**config.mk**
```make
export PLATFORM = sky130hd
export DESIGN_NAME = pipe_mux_n_flat
export DESIGN_NICKNAME = d
export VERILOG_FILES = /design/src/rtl/pipe_mux_n_if.sv /design/src/rtl/pipe_mux_n.sv /design/src/flat_wrapper.sv
export SDC_FILE = /design/constraint.sdc
export NUM_CORES = 1
export LEC_CHECK = 0
export CAP_MARGIN = 30
export CORE_AREA = 10 10 103 105
export CTS_CLUSTER_DIAMETER = 120
export DETAILED_ROUTE_END_ITERATION = 6
export DIE_AREA = 0 0 113 115
export PLACE_DENSITY = 0.76
export SYNTH_ARGS = -nofsm -noshare
export SYNTH_HDL_FRONTEND = slang
export SYNTH_SLANG_ARGS = --single-unit
```
**constraint.sdc**
```tcl
create_clock -name clk -period 2 [get_ports clk]
set_clock_uncertainty 0.05 [all_clocks]
set_input_delay 0.6 -clock clk [delete_from_list [all_inputs] [get_ports clk]]
set_output_delay 0.6 -clock clk [all_outputs]
set_load 0.02 [all_outputs]
```
**src/rtl/pipe_mux_n_if.sv**
```systemverilog
// Bus bundle for pipe_mux_n: select inputs, pipeline control and registered outputs.
// out_par is present only when PIPE_MUX_PARITY_EN is defined.
interface pipe_mux_n_if #(
    parameter int WIDTH  = 32,
    parameter int NUM_IN = 4,
    parameter int SEL_W  = 2,
    parameter int CNT_W  = 16
);
    logic [NUM_IN*WIDTH-1:0] in_data;
    logic [SEL_W-1:0]        sel;
    logic                    in_valid;
    logic                    stall;
    logic                    flush;
    logic [WIDTH-1:0]        out_data;
    logic                    out_valid;
    logic                    sel_err;
    logic [CNT_W-1:0]        stall_cnt;
`ifdef PIPE_MUX_PARITY_EN
    logic                    out_par;
`endif

    modport master (
        output in_data, sel, in_valid, stall, flush,
        input  out_data, out_valid, sel_err, stall_cnt
`ifdef PIPE_MUX_PARITY_EN
        , out_par
`endif
    );

    modport slave (
        input  in_data, sel, in_valid, stall, flush,
        output out_data, out_valid, sel_err, stall_cnt
`ifdef PIPE_MUX_PARITY_EN
        , out_par
`endif
    );
endinterface

```
**src/rtl/pipe_mux_n.sv**
```systemverilog
// N-way selector feeding a STAGES-deep registered pipeline with stall, flush, select-error flag
// and saturating stall counter. Optional carried parity bit enabled by PIPE_MUX_PARITY_EN.
module pipe_mux_n #(
    parameter int WIDTH  = 32,
    parameter int NUM_IN = 4,
    parameter int SEL_W  = 2,
    parameter int STAGES = 1,
    parameter int CNT_W  = 16
) (
    input  logic         clk,
    input  logic         rst_n,
    pipe_mux_n_if.slave  bus
);

    function automatic logic even_par(input logic [WIDTH-1:0] d);
        return ^d;
    endfunction

    logic [WIDTH-1:0]  w_sel_data;
    logic              w_sel_ill;
    logic [WIDTH-1:0]  r_data [STAGES];
    logic [STAGES-1:0] r_vld;
    logic              r_sel_err;
    logic [CNT_W-1:0]  r_stall_cnt;
`ifdef PIPE_MUX_PARITY_EN
    logic [STAGES-1:0] r_par;
`endif

    // Codes at or above NUM_IN match no input and leave the selection at zero.
    always_comb begin
        w_sel_data = '0;
        for (int k = 0; k < NUM_IN; k++) begin
            if (bus.sel == SEL_W'(k)) w_sel_data = bus.in_data[k*WIDTH +: WIDTH];
        end
    end

    assign w_sel_ill = (32'(bus.sel) >= 32'(NUM_IN));

    // Stage 0 captures the selection; stages 1..STAGES-1 shift; flush beats stall beats advance.
    always_ff @(posedge clk or negedge rst_n) begin
        if (!rst_n) begin
            for (int i = 0; i < STAGES; i++) r_data[i] <= '0;
            r_vld       <= '0;
            r_sel_err   <= 1'b0;
            r_stall_cnt <= '0;
`ifdef PIPE_MUX_PARITY_EN
            r_par       <= '0;
`endif
        end else if (bus.flush) begin
            for (int i = 0; i < STAGES; i++) r_data[i] <= '0;
            r_vld     <= '0;
            r_sel_err <= 1'b0;
`ifdef PIPE_MUX_PARITY_EN
            r_par     <= '0;
`endif
        end else if (bus.stall) begin
            r_sel_err <= 1'b0;
            if (r_stall_cnt != {CNT_W{1'b1}}) r_stall_cnt <= r_stall_cnt + CNT_W'(1);
        end else begin
            r_data[0] <= w_sel_data;
            r_vld[0]  <= bus.in_valid;
`ifdef PIPE_MUX_PARITY_EN
            r_par[0]  <= even_par(w_sel_data);
`endif
            for (int i = 1; i < STAGES; i++) begin
                r_data[i] <= r_data[i-1];
                r_vld[i]  <= r_vld[i-1];
`ifdef PIPE_MUX_PARITY_EN
                r_par[i]  <= r_par[i-1];
`endif
            end
            r_sel_err <= bus.in_valid & w_sel_ill;
        end
    end

    // Outputs come straight from the last stage, never from the inputs.
    assign bus.out_data  = r_data[STAGES-1];
    assign bus.out_valid = r_vld[STAGES-1];
    assign bus.sel_err   = r_sel_err;
    assign bus.stall_cnt = r_stall_cnt;
`ifdef PIPE_MUX_PARITY_EN
    assign bus.out_par   = r_par[STAGES-1];
`endif

endmodule

```
**src/flat_wrapper.sv**
```systemverilog
// flat-port wrapper written by rule: the top's interface ports become plain ports
module pipe_mux_n_flat 
#(
    parameter int WIDTH  = 32,
    parameter int NUM_IN = 4,
    parameter int SEL_W  = 2,
    parameter int STAGES = 1,
    parameter int CNT_W  = 16
)
  (clk, rst_n, bus_in_data, bus_sel, bus_in_valid, bus_stall, bus_flush, bus_out_data, bus_out_valid, bus_sel_err, bus_stall_cnt);
  pipe_mux_n_if #(.WIDTH(WIDTH), .NUM_IN(NUM_IN), .SEL_W(SEL_W), .CNT_W(CNT_W)) bus_i ();
  input  logic clk;
  input  logic rst_n;
  input wire logic [$bits(bus_i.in_data)-1:0] bus_in_data;
  input wire logic [$bits(bus_i.sel)-1:0] bus_sel;
  input wire logic [$bits(bus_i.in_valid)-1:0] bus_in_valid;
  input wire logic [$bits(bus_i.stall)-1:0] bus_stall;
  input wire logic [$bits(bus_i.flush)-1:0] bus_flush;
  output wire logic [$bits(bus_i.out_data)-1:0] bus_out_data;
  output wire logic [$bits(bus_i.out_valid)-1:0] bus_out_valid;
  output wire logic [$bits(bus_i.sel_err)-1:0] bus_sel_err;
  output wire logic [$bits(bus_i.stall_cnt)-1:0] bus_stall_cnt;
  assign bus_i.in_data = bus_in_data;
  assign bus_i.sel = bus_sel;
  assign bus_i.in_valid = bus_in_valid;
  assign bus_i.stall = bus_stall;
  assign bus_i.flush = bus_flush;
  assign bus_out_data = bus_i.out_data;
  assign bus_out_valid = bus_i.out_valid;
  assign bus_sel_err = bus_i.sel_err;
  assign bus_stall_cnt = bus_i.stall_cnt;
  pipe_mux_n #(.WIDTH(WIDTH), .NUM_IN(NUM_IN), .SEL_W(SEL_W), .STAGES(STAGES), .CNT_W(CNT_W)) u_core (.clk(clk), .rst_n(rst_n), .bus(bus_i));
endmodule
```
# Yosys cells after proc, flatten, opt, wreduce, memory -nomap -nowiden
# Cells that the tools add are included.
# totals
ff_bits	49
out_inout_bits	50
elab_cells	20
# classes
n_eq_ne	5
add_sub_neg	1
reduce_logical	2
n_mux	8
bitwise	1
# op_table
cell	count
two-way mux 32 bit	6
adder 16 x 1 -> 16 bit, second input constant	1
!= test 16 bit, second input constant	1
== test 2 bit, second input constant	2
AND reduction 3 bit	1
== test 2 x 1 -> 1 bit, second input constant	1
logical NOT 2 bit	1
two-way mux 1 bit	2
!= test 2 x 1 -> 1 bit, second input constant	1
NOT 1 bit	1

# Depth between registers and ports, before layout
# Gate-level depths: netlist of the first run.
# depth
word_depth	7
mapped_depth	5
mapped_depth_nobuf	5

# Least setup slack after synthesis of the first run
# Ideal clock, no wire load.
# synth_path
path_kind	input to register
from	input bus_sel[0]
to	register u_core.r_data (netlist bit u_core.bus.out_data[10])
t_required_ns	1.818
path_stages	5
arrival_ns	1.718
setup_ns	0.132
setup_slack_ns	0.100
cell_sequence	buf_2 -> buf_2 -> mux4_2 -> mux2i_1 -> nor2_1
# synth_between
elab_chain_len	7
elab_cells_between_ends	10
# synth_rtl
item	line	text
start: declaration	flat_wrapper.sv:15	input wire logic [$bits(bus_i.sel)-1:0] bus_sel;
logical NOT 2 bit	pipe_mux_n.sv:33	if (bus.sel == SEL_W'(k)) w_sel_data = bus.in_data[k*WIDTH +: WIDTH];
two-way mux 32 bit (3 in a row)	pipe_mux_n.sv:33	
two-way mux 32 bit *	pipe_mux_n.sv:33	
two-way mux 32 bit *	pipe_mux_n.sv:56	end else if (bus.stall) begin
two-way mux 32 bit *	pipe_mux_n.sv:49	end else if (bus.flush) begin
end signal: indexed assignment	pipe_mux_n.sv:66	r_data[i] <= r_data[i-1];
end: declaration	pipe_mux_n.sv:21	logic [WIDTH-1:0] r_data [STAGES];
# Mark *: on every way between the ends. The rest lies on a longest branch, timed or not. The select of a mux whose other input is x is not followed.
# A chain may end at the register's enable or synchronous reset.

# Final worst setup path of the first run
# layout_path
from	register u_core.r_data (netlist bit u_core.bus.out_data[24])
to	output bus_out_data[24]
# layout_rtl
item	line	text
end: declaration	flat_wrapper.sv:19	output wire logic [$bits(bus_i.out_data)-1:0] bus_out_data;
# No word-level cell between the ends.

==> flow_metrics.py, run 1 <==
metrics = {
    "timing": {
        "tns_ns": 0,
        "period_needed_ns": 1.95,
        "rsz0062_at_grt": "no",
        "max_slew.worst_pin.slew_ns": 0.581,
        "hold_slack_ns": 0.228,
        "min_period_over_period_pct": 97.6,
        "fmax_mhz": 512,
        "hold_viol": 0,
        "setup_viol_count_final": 0,
        "maxSlewHeadroom_pct": 61.3,
        "slew_violations": 0,
    },
    "clock_network": {
        "h-tree-depth": 2,
        "cts_root_buf": "clkbuf_8",
        "clock_latency_ns": 0.30,
        "cts_buffer_depth": 2,
        "cts.sinks": 49,
        "ctsHoldBuffers": 0,
        "clk_pin_slew_worst_paths_ns": 0.09,
        "cts-buffers-inserted": 5,
        "tritoncts": "done",
    },
    "placement": {
        "dp_hpwl_mm": 8.27,
        "gp_congestion": 0.806,
        "port_buffers": 183,
    },
    "setup_path": {
        "crit_chain": "clkdlybuf4s50_1",
        "critical_path.top_delay_family": "buffers and inverters",
        "crit_fanout": 2,
        "crit_slowest_cell": "clkdlybuf4s50_1",
        "r2r_start": "u_core.bus.stall_cnt[6]",
        "critPathLaunchType": "register",
        "path_buf_inv": 1,
        "crit_path_start": "u_core.bus.out_data[24]",
        "crit_required_ns": 1.35,
        "crit_arrival_ns": 1.30,
        "cpPeakStageDelay_ns": 0.64,
        "path_class": "reg2out",
        "end_kind": "output port",
    },
    "route": {
        "vias": 2592,
        "wl_mm": 9.93,
        "drc": 0,
        "wl_per_cell_um": 19.3,
        "ant_nets": 0,
        "dr.pass1.iters": 4,
        "via_per_inst": 5.03,
        "drt_iter0_markers": 79,
    },
    "power": {
        "ir_drop_v": 0.000288,
        "p_leak_nw": 2.29,
        "totalPowerFinal_mw": 3.04,
        "power_density_nw_per_um2": 600,
    },
    "global_routing": {
        "grt_pass1_vias": 2976,
        "grt_max_degree": 50,
        "gr-usage-met2_pct": 28.3,
        "overflow": 0,
        "grt_use_met1_pct": 14.0,
        "track_usage_pct": 15.1,
        "grt_pass1_wl_mm": 15.8,
        "grt_use_met3_pct": 9.11,
        "antenna_found_initial": 0,
        "top_usage_layer": "met2",
    },
    "min_path": {
        "min_path_type": "in2async",
    },
    "cells_and_area": {
        "final_nets": 542,
        "antenna_cells": 0,
        "nFillCells": 710,
        "layout-drive-gt1-share_pct": 16.0,
        "syn2layout_area_growth_pct": 71.9,
    },
    "synth": {
        "synth.most_common_cell": "dfrtp_1",
        "synth_cells": 223,
        "synth_area_leaders": "dfrtp_1 (42%), mux4_2 (24%), mux2i_1 (11%)",
        "ys_top_cells_by_count": "dfrtp_1 (49), nor2_1 (34), mux2i_1 (33)",
        "synth_edf_count": 0,
        "syn-num-nets": 359,
        "yosysSeqAreaShare_pct": 41.6,
        "synthFlopType": "dfrtp_1",
        "netlist.area_leader.share_pct": 41.6,
        "synthDistinctLibCells": 36,
        "syn_area_um2": 2950,
        "yosys_warnings": 0,
        "synth_seq_cells": 49,
        "ys_async_sr_fraction_pct": 100,
        "synth.avg_cell_area_um2": 13.2,
        "yosys.area.top_type": "dfrtp_1",
    },
    "floorplanning": {
        "die_area_um2": 13000,
        "start_util_pct": 34.5,
        "num_rows": 34,
        "ios": 185,
        "core_area_um2": 8550,
        "dieHeight_um": 115,
        "die_w_um": 113,
    },
    "run_status": {
        "outcome": "finished clean",
    },
    "flow_run": {
        "maxCapViolCount": 0,
    },
}
## state kept, by name (all words and copies together), names as in the netlist
register              count
u_core.bus.out_data      32
u_core.bus.out_valid      1
u_core.bus.stall_cnt     16
## cells in the final DEF (no fill, tap or decap), drive strengths merged, types with 6 or more instances in the layout
| cell type | n |
|---|---|
| clkdlybuf4s50 | 157 |
| dfrtp | 49 |
| nor2 | 35 |
| mux2i | 33 |
| mux4 | 32 |
| dlygate4sd2 | 15 |
| buf | 14 |
| xor2 | 13 |
| dlymetal6s2s | 8 |
| nor4 | 8 |
| clkbuf | 7 |
| nand3 | 6 |
## worst paths after layout
check	endpoint	slack (ns)	cells after the start
min in group clk	u_core.bus.stall_cnt[8]	0.47	1
hold / removal	u_core.bus.out_data[29]	0.23	2
max in group asynchronous	u_core.bus.out_data[17]	1.45	2
hold reg to reg	u_core.bus.stall_cnt[8]	0.47	1
setup reg to reg	u_core.bus.stall_cnt[15]	0.16	4
setup / recovery	bus_out_data[24]	0.05	1
## metal layers
metal | part of all wire (%) | wire length, um
met5 | 0 | 0
met4 | 0.41 | 41
met3 | 13 | 1280
met2 | 53 | 5290
met1 | 33 | 3310
## repair_timing
action | in CTS | in global routing
hold endpoints to repair | 0 | 0
buffers inserted | 0 | 0
setup endpoints to repair | 15 | 8
gates resized for setup | 15 | 8
## per-stage QoR
stage               util [%]  cell area, um2  instances  setup WS [ns]
detailed placement      57.9            4950        507         -0.130
global route            59.3            5070        515        0.00229
finish                  59.3            5070        515         0.0470
floorplan                  -            2950        223         0.0999
global placement        57.9            4950        507        -0.0923
CTS                     59.1            5050        515        0.00146
## area by class of cell
type | count | area (um2) | area share, %
clock buffer | 7 | 86.3 | 1.70
clock inverter | 1 | 30.0 | 0.592
inverter | 2 | 7.51 | 0.148
multi-input combinational | 154 | 1640 | 32.2
sequential | 49 | 1230 | 24.2
tap | 108 | 135 | 2.66
timing repair buffer | 194 | 1950 | 38.5
## report_power, final
| group | internal, mW | leakage [nW] | switching, mW | total [mW] |
|---|---|---|---|---|
| Clock | 0.408 | 0.0585 | 0.324 | 0.732 |
| Combinational | 0.622 | 1.58 | 0.441 | 1.06 |
| Sequential | 1.11 | 0.642 | 0.136 | 1.25 |
| Total | 2.14 | 2.29 | 0.901 | 3.04 |
## kinds of logic after synthesis
group	after synthesis	synth area share [%]
simple gates	69	13.7
mux	68	36.9
flops	49	41.6
buf+inv	20	3.01
xor+xnor	13	3.86
compound gates	2	0.424
fa+ha+maj	1	0.424
other cells	1	0.127
Note: power is estimated with default switching activity, not from simulation.
==> run 2: changes to the inputs <==
- HOLD_SLACK_MARGIN: unset -> 0.05
==> results of run 2 <==
The final DEF is identical to that of run 1; final timing and power are the same.
